`config.mk`:
```
export PLATFORM = sky130hd
export DESIGN_NAME = get1num_add_pipe
export DESIGN_NICKNAME = d
export VERILOG_FILES = /design/src/rtl/get1num_pkg.sv /design/src/rtl/popcount_tree.sv /design/src/rtl/get1num_add_pipe.sv
export SDC_FILE = /design/constraint.sdc
export NUM_CORES = 1
export LEC_CHECK = 0
export ABC_AREA = 1
export CAP_MARGIN = 20
export CORE_MARGIN = 4
export CORE_UTILIZATION = 38
export CTS_CLUSTER_DIAMETER = 120
export DETAILED_ROUTE_END_ITERATION = 8
export PLACE_DENSITY = 0.77
export SLEW_MARGIN = 20
export SYNTH_ARGS = -nofsm -noshare
export SYNTH_HDL_FRONTEND = slang
export SYNTH_SLANG_ARGS = --single-unit
export TNS_END_PERCENT = 20
```
`constraint.sdc`:
```
create_clock -name clk -period 3.43 [get_ports clk]
set_input_delay 0.686 -clock clk [delete_from_list [all_inputs] [get_ports clk]]
set_output_delay 0.686 -clock clk [all_outputs]
set_load 0.01 [all_outputs]
```
`src/rtl/get1num_pkg.sv`:
```
// Shared constants and width helper for the population-count pipeline.
package get1num_pkg;

    localparam int DATA_W_DEF = 8;
    localparam int RET_W_DEF  = 32;

    // Bits needed to hold a count in the range 0..n.
    function automatic int cnt_w(input int n);
        return $clog2(n + 1);
    endfunction

endpackage

```
`src/rtl/popcount_tree.sv`:
```
// Combinational population count built as a recursive balanced pairwise adder tree.
module popcount_tree
    import get1num_pkg::*;
#(
    parameter int DATA_W = 8
) (
    input  logic [DATA_W-1:0]          vec,
    output logic [cnt_w(DATA_W)-1:0]   cnt
);

    localparam int CW = cnt_w(DATA_W);

    generate
        if (DATA_W == 1) begin : g_leaf
            assign cnt = vec;
        end else begin : g_node
            // Upper half takes the odd bit so both subtrees stay within one level of each other.
            localparam int LO_W = DATA_W / 2;
            localparam int HI_W = DATA_W - LO_W;

            logic [cnt_w(LO_W)-1:0] cnt_lo;
            logic [cnt_w(HI_W)-1:0] cnt_hi;

            popcount_tree #(.DATA_W(LO_W)) u_lo (
                .vec (vec[LO_W-1:0]),
                .cnt (cnt_lo)
            );

            popcount_tree #(.DATA_W(HI_W)) u_hi (
                .vec (vec[DATA_W-1:LO_W]),
                .cnt (cnt_hi)
            );

            assign cnt = CW'(cnt_lo) + CW'(cnt_hi);
        end
    endgenerate

endmodule

```
`src/rtl/get1num_add_pipe.sv`:
```
// Two-stage registered popcount: stage 1 captures the word, stage 2 registers its
// bit count into ret, which holds its last value between valid words.
module get1num_add_pipe
    import get1num_pkg::*;
#(
    parameter int DATA_W = DATA_W_DEF,
    parameter int RET_W  = RET_W_DEF
) (
    input  logic              clk,
    input  logic              rst,
    input  logic              i_valid,
    input  logic [DATA_W-1:0] i_data,
    output logic              o_valid,
    output logic [RET_W-1:0]  ret
);

    localparam int CW = cnt_w(DATA_W);

    logic [DATA_W-1:0] data_q, data_d;
    logic              valid_q, valid_d;
    logic [RET_W-1:0]  ret_q, ret_d;
    logic              o_valid_q, o_valid_d;
    logic [CW-1:0]     cnt;

    popcount_tree #(.DATA_W(DATA_W)) u_tree (
        .vec (data_q),
        .cnt (cnt)
    );

    always_comb begin
        data_d    = i_data;
        valid_d   = i_valid;
        o_valid_d = valid_q;
        ret_d     = ret_q;
        // Data captured on an invalid cycle never reaches ret.
        if (valid_q) begin
            ret_d = RET_W'(cnt);
        end
    end

    always_ff @(posedge clk or posedge rst) begin
        if (rst) begin
            data_q    <= '0;
            valid_q   <= 1'b0;
            ret_q     <= '0;
            o_valid_q <= 1'b0;
        end else begin
            data_q    <= data_d;
            valid_q   <= valid_d;
            ret_q     <= ret_d;
            o_valid_q <= o_valid_d;
        end
    end

    assign o_valid = o_valid_q;
    assign ret     = ret_q;

endmodule

```
Word level (Yosys, flattened, before mapping):

Cells that the tools add are included.

* register bits: 14
* word-level logic and storage cells: 11
* output and inout port bits: 33
* bits of input ports: 11

* $add $sub $neg: 7

Operators with widths (number)
* $add A1 B1 Y2: 4
* $add A2 B2 Y3: 2
* $add A3 B3 Y4: 1

Depth between registers and ports, before layout:

Gate-level depths: netlist (run 1).

* depth after elaboration: 3
* mapped depth: 12
* gate-level depth less buffers: 12

By module:

Synthesis (run 1) repeated with hierarchy kept, for this count alone.

* cells, all modules: 96
* area total of the unflattened synthesis: 928.4 um2

Modules (own cells, without submodules)
* get1num_add_pipe: times used 1, seq. area each 350.3 um2, area an instance 616.8 um2, cells an instance 57
* popcount_tree at u_tree.g_node.u_hi ...: times used 2, seq. area each 0.0 um2, area an instance 51.3 um2, cells an instance 7
* popcount_tree at u_tree: times used 1, seq. area each 0.0 um2, area an instance 98.8 um2, cells an instance 13
* popcount_tree at u_tree.g_node.u_hi.g_node.u_hi.g_node.u_hi ...: times used 8, seq. area each 0.0 um2, area an instance 7.5 um2, cells an instance 1
* popcount_tree at u_tree.g_node.u_hi.g_node.u_hi ...: times used 4, seq. area each 0.0 um2, area an instance 12.5 um2, cells an instance 1

Worst setup path after synthesis (run 1):

Ideal clock, no wire load.

* path kind: register -> register
* from: reg data_q[1]
* to: reg ret_q[1], in the netlist ret[1]
* arrival: 2.597 ns
* required time: 3.356 ns
* slack: 0.759 ns
* setup time: 0.074 ns
* cell stages (with the launch flop): 10
* path buffers: 0
* clock period less this slack: 2.671 ns
* path through: dfrtp_1 inv_1 fa_1 fa_1 fa_1 inv_1 ha_1 inv_1 fa_1 o21ai_2

* cells in the longest elaborated chain, start to end: 3

RTL lines
* from (decl): RTL line get1num_add_pipe.sv:19 `logic [DATA_W-1:0] data_q, data_d;`
* from (signal assigned): RTL line get1num_add_pipe.sv:48 `data_q <= data_d;`
* $add A1 B1 Y2: RTL line popcount_tree.sv:34 `assign cnt = CW'(cnt_lo) + CW'(cnt_hi);`
* $add A2 B2 Y3: RTL line popcount_tree.sv:34
* $add A3 B3 Y4: RTL line popcount_tree.sv:34
* to (signal assigned): RTL line get1num_add_pipe.sv:50 `ret_q <= ret_d;`
* to (decl): RTL line get1num_add_pipe.sv:21 `logic [RET_W-1:0] ret_q, ret_d;`

Every way passes these cells.
A chain may end at the register's enable or synchronous reset.

Final worst setup path (run 1):

Same ends and word-level chain as after synthesis.

==> results.toml, run 1 <==
[worst_setup_path]
crit_arrival_ns = 2.97
cpMostUsedCell = "fa_1"
r2r_slack_ns = 0.67
cp_num_buf_inv = 3
max_stage_delay_ns = 0.56
rr_startpoint = "data_q[1]$_DFF_PP0_"
critPathLaunchType = "register"
worst_setup_path_end_kind = "register"
path_cells = "inv_1 -> fa_1 -> fa_1 -> fa_1 -> inv_1 -> ha_1 -> inv_1 -> fa_1 -> o21ai_2"
crit_required_ns = 3.64
rr_worst_depth = 9
crit_start = "data_q[1]$_DFF_PP0_"
critPathTopFamily = "adder cells"
crit_type = "reg -> reg"
cp_slowest_cell = "fa_1"
r2r_end = "ret[1]$_DFFE_PP0P_"
critPathMaxFanout = 2

[floorplan]
fp-row-count = 16
die_w_um = 54.7
start_util_pct = 40.9
coreArea_mm2 = 0.00202
die_h_um = 54.7
ios = 44
die_area_mm2 = 0.00299

[global_route]
overflow = 0
grt_util_all_layers_pct = 7.27
grt_pass1_vias = 384
grt_first_pass_wirelength_um = 1480
grt_start_max_net_pins = 15
antenna_found_initial = 0

[min_path]
worst_hold_path_type = "reg -> reg"
min_to = "ret[0]$_DFFE_PP0P_"
whs_path_depth = 2
holdCritStartpoint = "ret[0]$_DFFE_PP0P_"

[logic_synthesis]
synth_area_um2 = 827
seq_area_frac_synth_pct = 42.4
postSynthCellCount = 85
avgSynthCellArea_um2 = 9.73
synth_cell_type_count = 12
yosys_warnings = 0
ys_ff_latch = 14

[sta]
finClkSkew_ns = 0.00288
fin_crit_ns = 2.76
rsz0062_at_grt = "no"
fmax_mhz = 363
period_share_pct = 80.4
setup_ws_ns = 0.674
hold_violations = 0
fin_tns_setup_ns = 0
worst_pin_slew_ns = 0.514
slew_headroom_pct = 65.7
final_max_slew_viol_count = 0
report.final.setup_viol = 0

[clock_tree]
cts_buffers = 3
cts_tree = "done"
htreeDepth = 1
post_cts_resized = 0
root_buffer = "clkbuf_4"
cts.hold.buffers_added = 0
clk_latency_ns = 0.28
postCtsSetupBuffers = 0
cts.sinks = 14
clkTransAtPathRegs_ns = 0.08
clockBufferDepth = 2

[placement]
dp_hpwl_um = 877
io_buffer_count = 15
place_ws_ns = 0.662
routabilityCongestion = 0.707
place_inst = 126

[final_layout]
diodes = 0
area_growth_pct = 13.5
fillers = 187
nets = 122
drive_above_1_share_pct = 6.80
final_cells = 130

[routing]
drc = 0
routed_wl_um = 1010
antenna_left = 0
via_per_inst = 3.64
vias = 473
avgRoutedWirePerCell_um = 7.75
drtIter0Drc = 1
first_pass_iters = 3

[power_and_ir_drop]
p_total_mw = 0.442
leakagePower_nw = 0.523
powerDensity_mw_per_mm2 = 471
ir_drop_v = 0.000232

[job]
maxCapViolCount = 0

[status]
status = "completed"
layout make-up:
cell class | instances | area [um2] | area share (%)
clock buffers | 4 | 36.3 | 3.87
inverters | 19 | 71.3 | 7.60
multi-input cells | 51 | 297 | 31.6
flip-flops and latches | 14 | 350 | 37.3
well taps | 27 | 33.8 | 3.60
repair buffers | 15 | 150 | 16.0
worst max path at each step:
stage / slack [ns] / endpoint / cells past startpoint
2_1_floorplan: 0.76 / ret[1]$_DFFE_PP0P_ / 9
3_3_place_gp: 0.73 / ret[1]$_DFFE_PP0P_ / 9
3_5_place_dp: 0.66 / ret[1]$_DFFE_PP0P_ / 9
4_1_cts: 0.65 / ret[1]$_DFFE_PP0P_ / 9
5_1_grt: 0.53 / ret[2]$_DFFE_PP0P_ / 12
6_report: 0.67 / ret[1]$_DFFE_PP0P_ / 9
tightest hold or removal path, stage by stage, from the launching register on:
cell	delay, ns
dfrtp_1	0.35
nand2_1	0.05
nand2_1	0.04
state kept, by name, summed over array words and instances, names as in the netlist:
name / flops
data_q: 8
o_valid: 1
o_valid_d: 1
ret: 4
power by group:
group          total [mW]  switching [mW]  internal (mW)
logic               0.134          0.0693         0.0650
registers           0.193         0.00861          0.184
clock network       0.115          0.0501         0.0646
cells in the final DEF, fill, tap and decap left out:
master	count
clkinv_1	1
inv_2	1
fa_1	4
dfrtp_1	14
nand3_1	1
nand2_1	13
clkbuf_8	1
ha_1	3
o21ai_2	1
conb_1	28
clkbuf_4	3
clkdlybuf4s50_1	15
inv_1	17
nand2_4	1
cell usage after synthesis:
library cell | n | share of area [%]
buf_4 | 28 | 25
clkinv_1 | 1 | 0.45
conb_1 | 1 | 0.45
dfrtp_1 | 14 | 42
fa_1 | 4 | 9.7
ha_1 | 3 | 4.5
inv_1 | 17 | 7.7
inv_2 | 1 | 0.45
nand2_1 | 13 | 5.9
nand2_4 | 1 | 1.4
nand3_1 | 1 | 0.60
o21ai_2 | 1 | 1.1
metrics by stage:
stage          utilization [%]  cell area (um2)  hold WS (ns)
6_report                  46.4              938         0.471
5_1_grt                   46.4              938         0.509
4_1_cts                   46.4              938         0.479
3_5_place_dp              44.6              902         0.458
3_3_place_gp              44.6              902         0.459
2_1_floorplan                -              928         0.430
logic make-up (layout without fill, tap and decap cells):
| family | count (synthesis) | count (layout) | synth area share (%) |
|---|---|---|---|
| buffers and inverters | 47 | 38 | 34.0 |
| and+or+nand+nor | 15 | 15 | 7.87 |
| DFF | 14 | 14 | 42.4 |
| adders and majority gates | 7 | 7 | 14.2 |
| other | 1 | 28 | 0.453 |
| AOI/OAI and AO/OA | 1 | 1 | 1.06 |
layer usage:
layer  GRT usage (%)  up-vias  part of all wire, %
met2            13.4       37                   49
met3            2.72        2                   15
met5               0        -                    0
met1            6.34      213                   34
li1                -      221                    -
met4            4.98        0                  1.5
(Power assumes the default switching activity.)
==> inputs of run 2 (changes only) <==
==> constraint.sdc (replaced) <==
create_clock -name clk -period 2.8 [get_ports clk]
set_input_delay 0.56 -clock clk [delete_from_list [all_inputs] [get_ports clk]]
set_output_delay 0.56 -clock clk [all_outputs]
set_load 0.01 [all_outputs]
==> results.toml, run 2 (synthesis gave the netlist of run 1 again) <==
[global_route]
grt_start_max_net_pins = 15
overflow = 0
grt_pass1_vias = 409
grt_util_all_layers_pct = 8.11
antenna_found_initial = 0
grt_first_pass_wirelength_um = 1600

[sta]
setup_ws_ns = 0.0693
report.final.setup_viol = 0
slew_headroom_pct = 66.7
hold_violations = 0
finClkSkew_ns = 0.000896
rsz0062_at_grt = "yes"
period_share_pct = 97.5
final_max_slew_viol_count = 0
worst_pin_slew_ns = 0.499
hold_slack_ns = 0.473
fmax_mhz = 366
fin_crit_ns = 2.73

[clock_tree]
htreeDepth = 1
cts.hold.buffers_added = 0
cts_buffers = 3
clkTransAtPathRegs_ns = 0.08
root_buffer = "clkbuf_4"
cts_tree = "done"
clockBufferDepth = 2
cts.sinks = 14
clk_latency_ns = 0.28

[worst_setup_path]
worst_setup_path_end_kind = "register"
crit_required_ns = 3.02
path_cells = "inv_2 -> fa_1 -> fa_1 -> fa_1 -> inv_2 -> ha_4 -> inv_2 -> fa_2 -> o21ai_2"
cp_num_buf_inv = 3
critPathTopFamily = "adder cells"
critPathMaxFanout = 2
crit_type = "reg -> reg"
critPathLaunchType = "register"
max_stage_delay_ns = 0.55
cp_slowest_cell = "fa_1"
rr_worst_depth = 9
crit_arrival_ns = 2.95
cp_num_cells = 9

[placement]
routabilityCongestion = 0.700
io_buffer_count = 15
place_ws_ns = 0.00126
dp_hpwl_um = 873
placed_area_um2 = 902

[floorplan]
die_h_um = 54.7
start_util_pct = 40.9
ios = 44
die_w_um = 54.7
die_area_mm2 = 0.00299
coreArea_mm2 = 0.00202
fp-row-count = 16

[routing]
vias = 470
avgRoutedWirePerCell_um = 7.90
via_per_inst = 3.62
first_pass_iters = 4
drtIter0Drc = 5
antenna_left = 0
routed_wl_um = 1030
drc = 0

[final_layout]
drive_above_1_share_pct = 11.7
fillers = 203
diodes = 0
area_growth_pct = 15.3
design_area_um2 = 953
mostFrequentLayoutCell = "conb_1"
final_cell_mix = "28 x conb_1, 15 x clkdlybuf4s50_1, 14 x inv_1, 14 x dfrtp_1, 13 x nand2_1"
largest_register_ffs = 8
largest_register = "data_q"
nets = 122

[power_and_ir_drop]
ir_drop_v = 0.000340
powerDensity_mw_per_mm2 = 582
leakagePower_nw = 0.520
p_total_mw = 0.555

[min_path]
worst_hold_path_type = "reg -> reg"
whs_path_depth = 2

[job]
maxCapViolCount = 0

[status]
status = "completed"
==> run 2: worst paths after layout <==
kind | start | slack (ns) | end
hold reg to reg | ret[0]$_DFFE_PP0P_ | 0.47 | ret[0]$_DFFE_PP0P_
setup / recovery | data_q[1]$_DFF_PP0_ | 0.07 | ret[1]$_DFFE_PP0P_
max in group asynchronous | rst | 1.87 | ret[0]$_DFFE_PP0P_
setup reg to reg | data_q[1]$_DFF_PP0_ | 0.07 | ret[1]$_DFFE_PP0P_
hold / removal | ret[0]$_DFFE_PP0P_ | 0.47 | ret[0]$_DFFE_PP0P_
min in group asynchronous | rst | 0.60 | o_valid_d$_DFF_PP0_
==> run 2: routing by layer <==
layer	global-route usage (%)	wire length, um
met5	0	0
met4	6.22	31
met3	3.54	159
met2	14.0	487
met1	7.34	349
==> run 2: repair_timing <==
| action | in CTS | in global routing |
|---|---|---|
| setup endpoints to repair | 1 | 2 |
| resized for setup | 2 | 4 |
| setup buffers | 0 | 0 |
==> run 2: through the flow <==
stage | TNS (ns) | instances | utilization, %
5_1_grt | -0.00397 | 130 | 47.2
3_3_place_gp | 0 | 126 | 44.6
3_5_place_dp | 0 | 126 | 44.6
2_1_floorplan | 0 | 112 | -
4_1_cts | 0 | 130 | 46.7
6_report | 0 | 130 | 47.2
==> run 2: area by class of cell <==
| type | instances | area [um2] | area share [%] |
|---|---|---|---|
| Tap cell | 27 | 33.8 | 3.54 |
| Inverter | 19 | 71.3 | 7.48 |
| Clock buffer | 4 | 36.3 | 3.81 |
| Sequential cell | 14 | 350 | 36.7 |
| Multi-Input combinational cell | 51 | 312 | 32.7 |
| Timing Repair Buffer | 15 | 150 | 15.7 |
==> run 2: report_power, final <==
group	internal, mW	switching [mW]	total (mW)
sequential	0.226	0.0112	0.237
clock	0.0792	0.0633	0.142
combinational	0.0858	0.0899	0.176
==> run 2: worst reg2reg max path, delay by kind of cell (launching register included) <==
| kind | cells | cell delay, ns |
|---|---|---|
| compound gates | 1 | 0.13 |
| buf+inv | 3 | 0.14 |
| flops | 1 | 0.34 |
| fa+ha+maj | 5 | 2.06 |
